**src/rtl/uart_rx_pkg.sv**
```systemverilog
// uart_rx shared definitions: receiver states and bit-timing helpers.
// Imported by the receiver top and reusable by the matching transmitter.
package uart_rx_pkg;

   typedef enum logic [2:0] {
      S_IDLE,
      S_START,
      S_DATA,
      S_STOP,
      S_BREAK
   } state_t;

   localparam int CNT_W = 11;

   function automatic int clocks_per_bit(
      input int clk_hz,
      input int baud
   );
      return clk_hz / baud;
   endfunction

endpackage

```
**src/rtl/uart_sync2.sv**
```systemverilog
// Two-flop synchroniser for a single asynchronous input.
// Both flops reset to RST_VAL so the line looks idle out of reset.
module uart_sync2 #(
   parameter logic RST_VAL = 1'b1
) (
   input  logic i_clk,
   input  logic i_rst_n,
   input  logic i_d,
   output logic o_q
);

   logic r_meta;
   logic r_sync;

   always_ff @(posedge i_clk or negedge i_rst_n) begin
      if (!i_rst_n) begin
         r_meta <= RST_VAL;
         r_sync <= RST_VAL;
      end else begin
         r_meta <= i_d;
         r_sync <= r_meta;
      end
   end

   assign o_q = r_sync;

endmodule

```
**src/rtl/uart_rx.sv**
```systemverilog
// 8N1 serial receiver with a valid/ready byte output, framing-error
// and overrun pulses. Timing mirrors uart_tx for lossless loopback.
module uart_rx
   import uart_rx_pkg::*;
#(
   parameter int BAUD_RATE = 9600,
   parameter int CLOCK_MHZ = 10_000_000
) (
   input  logic       clk,
   input  logic       rst,
   input  logic       rx,
   output logic [7:0] data_out,
   output logic       data_valid_o,
   input  logic       data_ready,
   output logic       frame_err_o,
   output logic       overrun_o
);

   localparam int CPB  = clocks_per_bit(CLOCK_MHZ, BAUD_RATE);
   localparam int HALF = CPB / 2;

   localparam logic [CNT_W-1:0] CNT_BIT  = CNT_W'(CPB - 1);
   localparam logic [CNT_W-1:0] CNT_HALF = CNT_W'(HALF - 1);

   logic             w_rx_s;
   logic             w_hs;
   state_t           r_state;
   logic [CNT_W-1:0] r_cnt;
   logic [2:0]       r_bit_idx;
   logic [7:0]       r_shreg;

   uart_sync2 #(
      .RST_VAL(1'b1)
   ) u_sync (
      .i_clk  (clk),
      .i_rst_n(rst),
      .i_d    (rx),
      .o_q    (w_rx_s)
   );

   assign w_hs = data_valid_o && data_ready;

   always_ff @(posedge clk or negedge rst) begin
      if (!rst) begin
         r_state      <= S_IDLE;
         r_cnt        <= '0;
         r_bit_idx    <= '0;
         r_shreg      <= '0;
         data_out     <= '0;
         data_valid_o <= 1'b0;
         frame_err_o  <= 1'b0;
         overrun_o    <= 1'b0;
      end else begin
         frame_err_o <= 1'b0;
         overrun_o   <= 1'b0;
         if (w_hs) data_valid_o <= 1'b0;

         unique case (r_state)
            S_IDLE: begin
               r_cnt     <= '0;
               r_bit_idx <= '0;
               if (!w_rx_s) r_state <= S_START;
            end
            S_START: begin
               if (r_cnt == CNT_HALF) begin
                  r_cnt   <= '0;
                  r_state <= w_rx_s ? S_IDLE : S_DATA;
               end else begin
                  r_cnt <= r_cnt + 1'b1;
               end
            end
            S_DATA: begin
               if (r_cnt == CNT_BIT) begin
                  r_cnt     <= '0;
                  r_shreg   <= {w_rx_s, r_shreg[7:1]};
                  r_bit_idx <= r_bit_idx + 1'b1;
                  if (r_bit_idx == 3'd7) r_state <= S_STOP;
               end else begin
                  r_cnt <= r_cnt + 1'b1;
               end
            end
            S_STOP: begin
               if (r_cnt == CNT_BIT) begin
                  r_cnt <= '0;
                  if (w_rx_s) begin
                     r_state <= S_IDLE;
                     // a same-cycle handshake frees the holding register
                     if (!data_valid_o || data_ready) begin
                        data_out     <= r_shreg;
                        data_valid_o <= 1'b1;
                     end else begin
                        overrun_o <= 1'b1;
                     end
                  end else begin
                     frame_err_o <= 1'b1;
                     r_state     <= S_BREAK;
                  end
               end else begin
                  r_cnt <= r_cnt + 1'b1;
               end
            end
            S_BREAK: begin
               if (w_rx_s) r_state <= S_IDLE;
            end
            default: r_state <= S_IDLE;
         endcase
      end
   end

endmodule

```
**config.mk**
```make
export PLATFORM = sky130hd
export DESIGN_NAME = uart_rx
export DESIGN_NICKNAME = d
export VERILOG_FILES = /design/src/rtl/uart_rx_pkg.sv /design/src/rtl/uart_sync2.sv /design/src/rtl/uart_rx.sv
export SDC_FILE = /design/constraint.sdc
export NUM_CORES = 1
export LEC_CHECK = 0
export BUFFER_PORTS_ARGS = -buffer_cell sky130_fd_sc_hd__buf_2
export CORE_MARGIN = 10
export CORE_UTILIZATION = 58
export DETAILED_ROUTE_END_ITERATION = 10
export PLACE_DENSITY = 0.78
export SYNTH_ARGS = -nofsm -noshare
export SYNTH_HDL_FRONTEND = slang
export SYNTH_SLANG_ARGS = --single-unit
export TNS_END_PERCENT = 100
```
**constraint.sdc**
```tcl
create_clock -name clk -period 2.57 [get_ports clk]
set_input_delay 0.257 -clock clk [delete_from_list [all_inputs] [get_ports clk]]
set_output_delay 0.257 -clock clk [all_outputs]
set_load 0.02 [all_outputs]
```
# Word level (Yosys, flattened, before mapping)
# Cells that the tools add are included.
[totals] in_bits=4 ff_bits=38
[classes] add_sub_neg=2 mux=26 n_reduce_logical=11 eq_ne=13
[ops] op="11-bit case mux with 3 select lines" n=1
[ops] op="3-bit 2-to-1 mux" n=8
[ops] op="11-bit 2-to-1 mux" n=2
[ops] op="3-bit case mux with 5 select lines" n=1
[ops] op="1-bit 2-to-1 mux" n=12
[ops] op="11-bit by 1-bit adder with 11-bit output, second input constant" n=1
[ops] op="11-bit by 10-bit == test with 1-bit output, second input constant" n=1
[ops] op="11-bit == test, second input constant" n=1
[ops] op="2-bit != test, second input constant" n=5
[ops] op="3-bit by 2-bit == test with 1-bit output, second input constant" n=2
[ops] op="3-bit == test, second input constant" n=2
[ops] op="3-bit case mux with 2 select lines" n=1
[ops] op="6-bit AND reduction" n=1
[ops] op="2-bit AND reduction" n=2
[ops] op="4-bit AND reduction" n=1
[ops] op="3-bit by 1-bit adder with 3-bit output, second input constant" n=1
[ops] op="3-bit by 1-bit == test with 1-bit output, second input constant" n=1
[ops] op="3-bit zero test" n=1
[ops] op="3-bit nonzero test" n=1
[ops] op="2-bit 2-to-1 mux" n=1
[ops] op="2-bit by 1-bit != test with 1-bit output, second input constant" n=1
[ops] op="2-bit nonzero test" n=1
[ops] op="2-bit OR reduction" n=1
[ops] op="1-bit logical AND" n=1
[ops] op="other kinds (2)" n=2

# Longest topological paths before layout
[depth] depth_word=6 ltp_mapped=8 ltp_nobuf=7

# By module
# From an unflattened synthesis, not the netlist that was laid out.
[hier_totals] cells_unflattened=164 area_unflattened_um2=1829.3
[by_module_without_submodules] mod="uart_rx" seq_area_each_um2=900.9 area_each_um2=1776.7 cells_per_inst=162 n_inst=1
[by_module_without_submodules] mod="uart_sync2" seq_area_each_um2=52.6 area_each_um2=52.6 cells_per_inst=2 n_inst=1

# Worst setup path before layout
# OpenSTA, ideal clock, no wires.
[synth_path] kind="flip-flop to flip-flop" from="register r_cnt[6]" to="register data_out[0]" path_buffers=1 setup_slack_ns=0.543 required_ns=2.445 setup_ns=0.125 path_stages_with_launch=7 t_arrival_ns=1.902 path_cell_list="dfrtp_1 -> or4_1 -> and4bb_4 -> nand3_4 -> nor2b_2 -> buf_6 -> mux2_4"
[synth_between] elab_chain_len=2
[synth_rtl] element="start, declared" line="uart_rx.sv:28" rtl="logic [CNT_W-1:0] r_cnt;"
[synth_rtl] element="start signal, assigned" line="uart_rx.sv:69" rtl="r_cnt <= r_cnt + 1'b1;"
[synth_rtl] element="start signal, assigned" line="uart_rx.sv:79" rtl="r_cnt <= r_cnt + 1'b1;"
[synth_rtl] element="start signal, assigned" line="uart_rx.sv:99" rtl="r_cnt <= r_cnt + 1'b1;"
[synth_rtl] element="11-bit == test" line="uart_rx.sv:83" rtl="if (r_cnt == CNT_BIT) begin"
[synth_rtl] element="4-bit AND reduction (no line)"
[synth_rtl] element="end signal, assigned" line="uart_rx.sv:89" rtl="data_out <= r_shreg;"
[synth_rtl] element="end, declared" line="uart_rx.sv:12" rtl="output logic [7:0] data_out,"
# Every way passes these cells.
# A chain may end at the register's enable or synchronous reset.

# Final worst setup path
[layout_path] from="register r_cnt[6]" to="register data_out[5]"
# Same word-level chain as after synthesis.

==> impl_table.tex <==
\begin{tabular}{lr}
\hline
Metric & Value \\
\hline
\multicolumn{2}{l}{\textbf{Run status}} \\
Outcome & finished, violations left \\
Violations in the final reports & negative hold slack \\
\multicolumn{2}{l}{\textbf{Critical path}} \\
Kind of capture point of the worst setup path & flop \\
Reg2Reg Launch Point & r\_cnt[6] \\
CP arrival & around 2500 ps \\
Reg2reg path depth & 6 \\
Combined buffer and inverter count along the critical path & 1 \\
Register-to-register setup slack & around 310 ps \\
Startpoint of the worst setup timing path & r\_cnt[6] \\
Crit-path leading delay family & simple AND/OR/NAND/NOR gates \\
Worst path required time & 2800 ps \\
Largest stage delay, worst path & around 550 ps \\
Critical Path, Cell by Cell & or4\_1, and4bb\_4, nand3\_4, nor2b\_2, buf\_4, mux2\_4 \\
Start-to-end type of the worst setup path & flop to flop \\
Critical path launch point type & flop \\
Critical R2R Capture & data\_out[5] \\
Highest-delay cell along the critical path & or4\_1 \\
Biggest fanout along the worst timing path & 12 \\
\multicolumn{2}{l}{\textbf{Global routing}} \\
Grt met1 use & 0.150 \\
Most Used Layer, Global Route & met2 \\
Global Route Usage Sum & 0.130 \\
Wire length of the first global-routing pass & 5.69 mm \\
Met2 demand-to-capacity share in global routing & 0.223 \\
Vias in the first global route & 1,256 \\
Antenna violations before repair & 0 \\
Global route total overflow & 0 \\
Maximum number of pins on one net before global-route repair & 39 \\
Met3 capacity usage during global routing & 0.0352 \\
\multicolumn{2}{l}{\textbf{Clock tree}} \\
Insertion delay of the later-clocked pin in the worst-skew pair & around 330 ps \\
Number of sinks handled by clock tree synthesis & 38 \\
Count of instances resized after the clock tree is built & 0 \\
Clock-pin transition on the worst setup and hold timing paths & approximately 100 ps \\
Clock tree root buffer cell & clkbuf\_4 \\
Post-CTS setup buffers & 0 \\
Htree depth & 2 \\
Hold Buf Count CTS & 1 \\
Maximum buffer depth of the clock tree & 2 \\
CTS tree & yes \\
TritonCTS Buffers & 5 \\
\multicolumn{2}{l}{\textbf{Synth}} \\
Sequential fraction of the synthesis area & 0.528 \\
Post-synthesis instance area & $\sim$1800 µm² \\
Post-synthesis register bit count & 38 \\
Number of enable-type register cells in the synthesized netlist & 0 \\
Syn Nets & 168 \\
Synth warnings & 0 \\
Fraction of registers with async set/reset & 1.00 \\
Average size of a mapped cell & about 11 µm² \\
Distinct cell type count of the synthesized netlist & 39 \\
Gate Count Post-Synth & 160 \\
Synth Flop Type & dfrtp\_1 \\
\multicolumn{2}{l}{\textbf{Detailed routing}} \\
ANT nets after route & 0 \\
Average wire length per cell after detail routing & around 15 µm \\
DR iter-0 viols & 83 \\
Overall via count from detail\_route & 1,268 \\
Initial DRT Pass Iterations & 4 \\
Vias per inst & between 5 and 6 \\
Final wirelength & 3.29 mm \\
DRC violations left & 0 \\
\multicolumn{2}{l}{\textbf{Timing}} \\
Final worst clock skew & between 1.5 and 2 ps \\
Rel. slew slack & 0.472 \\
Number of endpoints with negative hold slack in the final report & 14 \\
Ratio of final minimum period to clock period & 0.880 \\
Worst hold slack & -6.55 ps \\
Final critical-path setup slack & around 300 ps \\
Fmax & 442 MHz \\
RSZ-0062 raised after global routing & false \\
Final setup violation count & 0 \\
Number of slew-limit violations in the final report & 0 \\
Fin Setup TNS & 0 ps \\
Tightest Pin Transition & 792 ps \\
Post-layout min period & around 2300 ps \\
\multicolumn{2}{l}{\textbf{Die}} \\
Initial cell density of the core & 0.597 \\
Number of top-level pins & 15 \\
Area of the die & roughly 5700 µm² \\
Die Wd & approximately 76 µm \\
Site row count & 20 \\
Core Region & about 3000 µm² \\
Chip height & $\sim$76 µm \\
\multicolumn{2}{l}{\textbf{Power}} \\
Worst IR drop on VDD & 322 µV \\
Total leakage power & 0.000946 µW \\
Areal power density over the cells & $\sim$500 nW/µm² \\
\multicolumn{2}{l}{\textbf{Placement}} \\
Final Wtd Congestion & a little under 0.9 \\
IO Port Bufs & 14 \\
HPWL after detailed placement & 2.38 mm \\
Post-Place Worst Slack & about 340 ps \\
Number of placed cells counting well taps & 214 \\
\multicolumn{2}{l}{\textbf{Final layout}} \\
Net count reported at finish & approximately 190 \\
Diodes inserted & 0 \\
Area delta synth->final & 11.1\% \\
Layout cell share with drive strength beyond 1 & 0.279 \\
Number of non-filler instances in the completed layout & 223 \\
\multicolumn{2}{l}{\textbf{Run}} \\
Max Cap Viol & 0 \\
\multicolumn{2}{l}{\textbf{Worst hold path}} \\
Worst min path class & input pin to asynchronous set/reset pin \\
\hline
\end{tabular}
## flip-flops by register name, indices dropped and copies added, names as in the netlist
register,cells
frame_err_o,1
data_valid_o,1
r_bit_idx,3
data_out,8
u_sync.o_q,1
r_shreg,8
u_sync.r_meta,1
overrun_o,1
r_cnt,11
r_state,3
## routing by layer
metal	routed length, µm	share of wire
met1	1440	0.44
met3	165	0.050
met2	1640	0.50
met5	0	0
met4	45	0.014
## power breakdown
part           internal (µW)  switching [µW]  total, µW  leakage, µW
logic                   3.66            11.4       15.1     0.000392
clock network            187             183        370    0.0000446
registers                601            2.06        603     0.000509
## per-stage QoR
step                power [µW]  utilization  cell area [µm²]
floorplan                  615            -             1810
global route              1020        0.663             2010
finish                     988        0.663             2010
CTS                       1000        0.663             2010
detailed placement         629        0.633             1920
global placement           628        0.633             1920
## layout make-up
cell class              count  area, µm²
inverters                   3       11.3
clock buffers               8       78.8
well taps                  44       55.1
flip-flops and latches     38        953
multi-input cells         112        806
repair buffers             18        103
fillers                   235       1020
## worst max path at each step
stage	slack, ps	end	cells after the start
2_1_floorplan	540	data_out[0]	6
3_3_place_gp	380	data_out[3]	6
3_5_place_dp	340	data_out[2]	6
4_1_cts	310	data_out[5]	6
5_1_grt	210	data_out[7]	6
6_report	310	data_out[5]	6
## synthesized netlist by cell type (all sizes together) (3+ instances only)
library cell	count	share of area
dfrtp	36	0.50
nand2	20	0.042
nand3	17	0.057
mux2	16	0.12
nor2	7	0.015
nand4	6	0.021
o311ai	6	0.029
o21ai	5	0.014
and3	4	0.014
buf	4	0.014
ha	4	0.028
clkbuf	3	0.0062
inv	3	0.0062
or2	3	0.010
## cells by family (layout without fill, tap and decap cells)
logic type / Yosys count / count (layout) / synth area share
compound gates: 19 / 19 / 0.0734
fa+ha+maj: 4 / 4 / 0.0277
buf+inv: 10 / 29 / 0.0263
flops: 38 / 38 / 0.528
mux: 16 / 16 / 0.116
simple gates: 73 / 73 / 0.229
## placed cells by master (no fill, tap or decap), types with 2 or more instances in the layout
cell type  synthesis  routed
or4_1              2       2
clkbuf_8           0       3
dfrtp_1           36      36
buf_4              0       3
or2_2              3       3
nor2_1             7       7
and3b_1            2       2
o211ai_1           2       2
nand2b_1           2       2
clkbuf_4           0       5
mux2_2             8       8
inv_1              3       3
o21ai_0            4       4
ha_1               4       4
dfstp_2            2       2
o311ai_0           6       6
nand4_1            6       6
nand3_1           15      15
and3_1             4       4
mux2_4             8       8
a21oi_1            2       2
nand2_1           20      20
nand3b_1           2       2
buf_2              2      14
No activity file was read; power rests on OpenSTA's default activity.
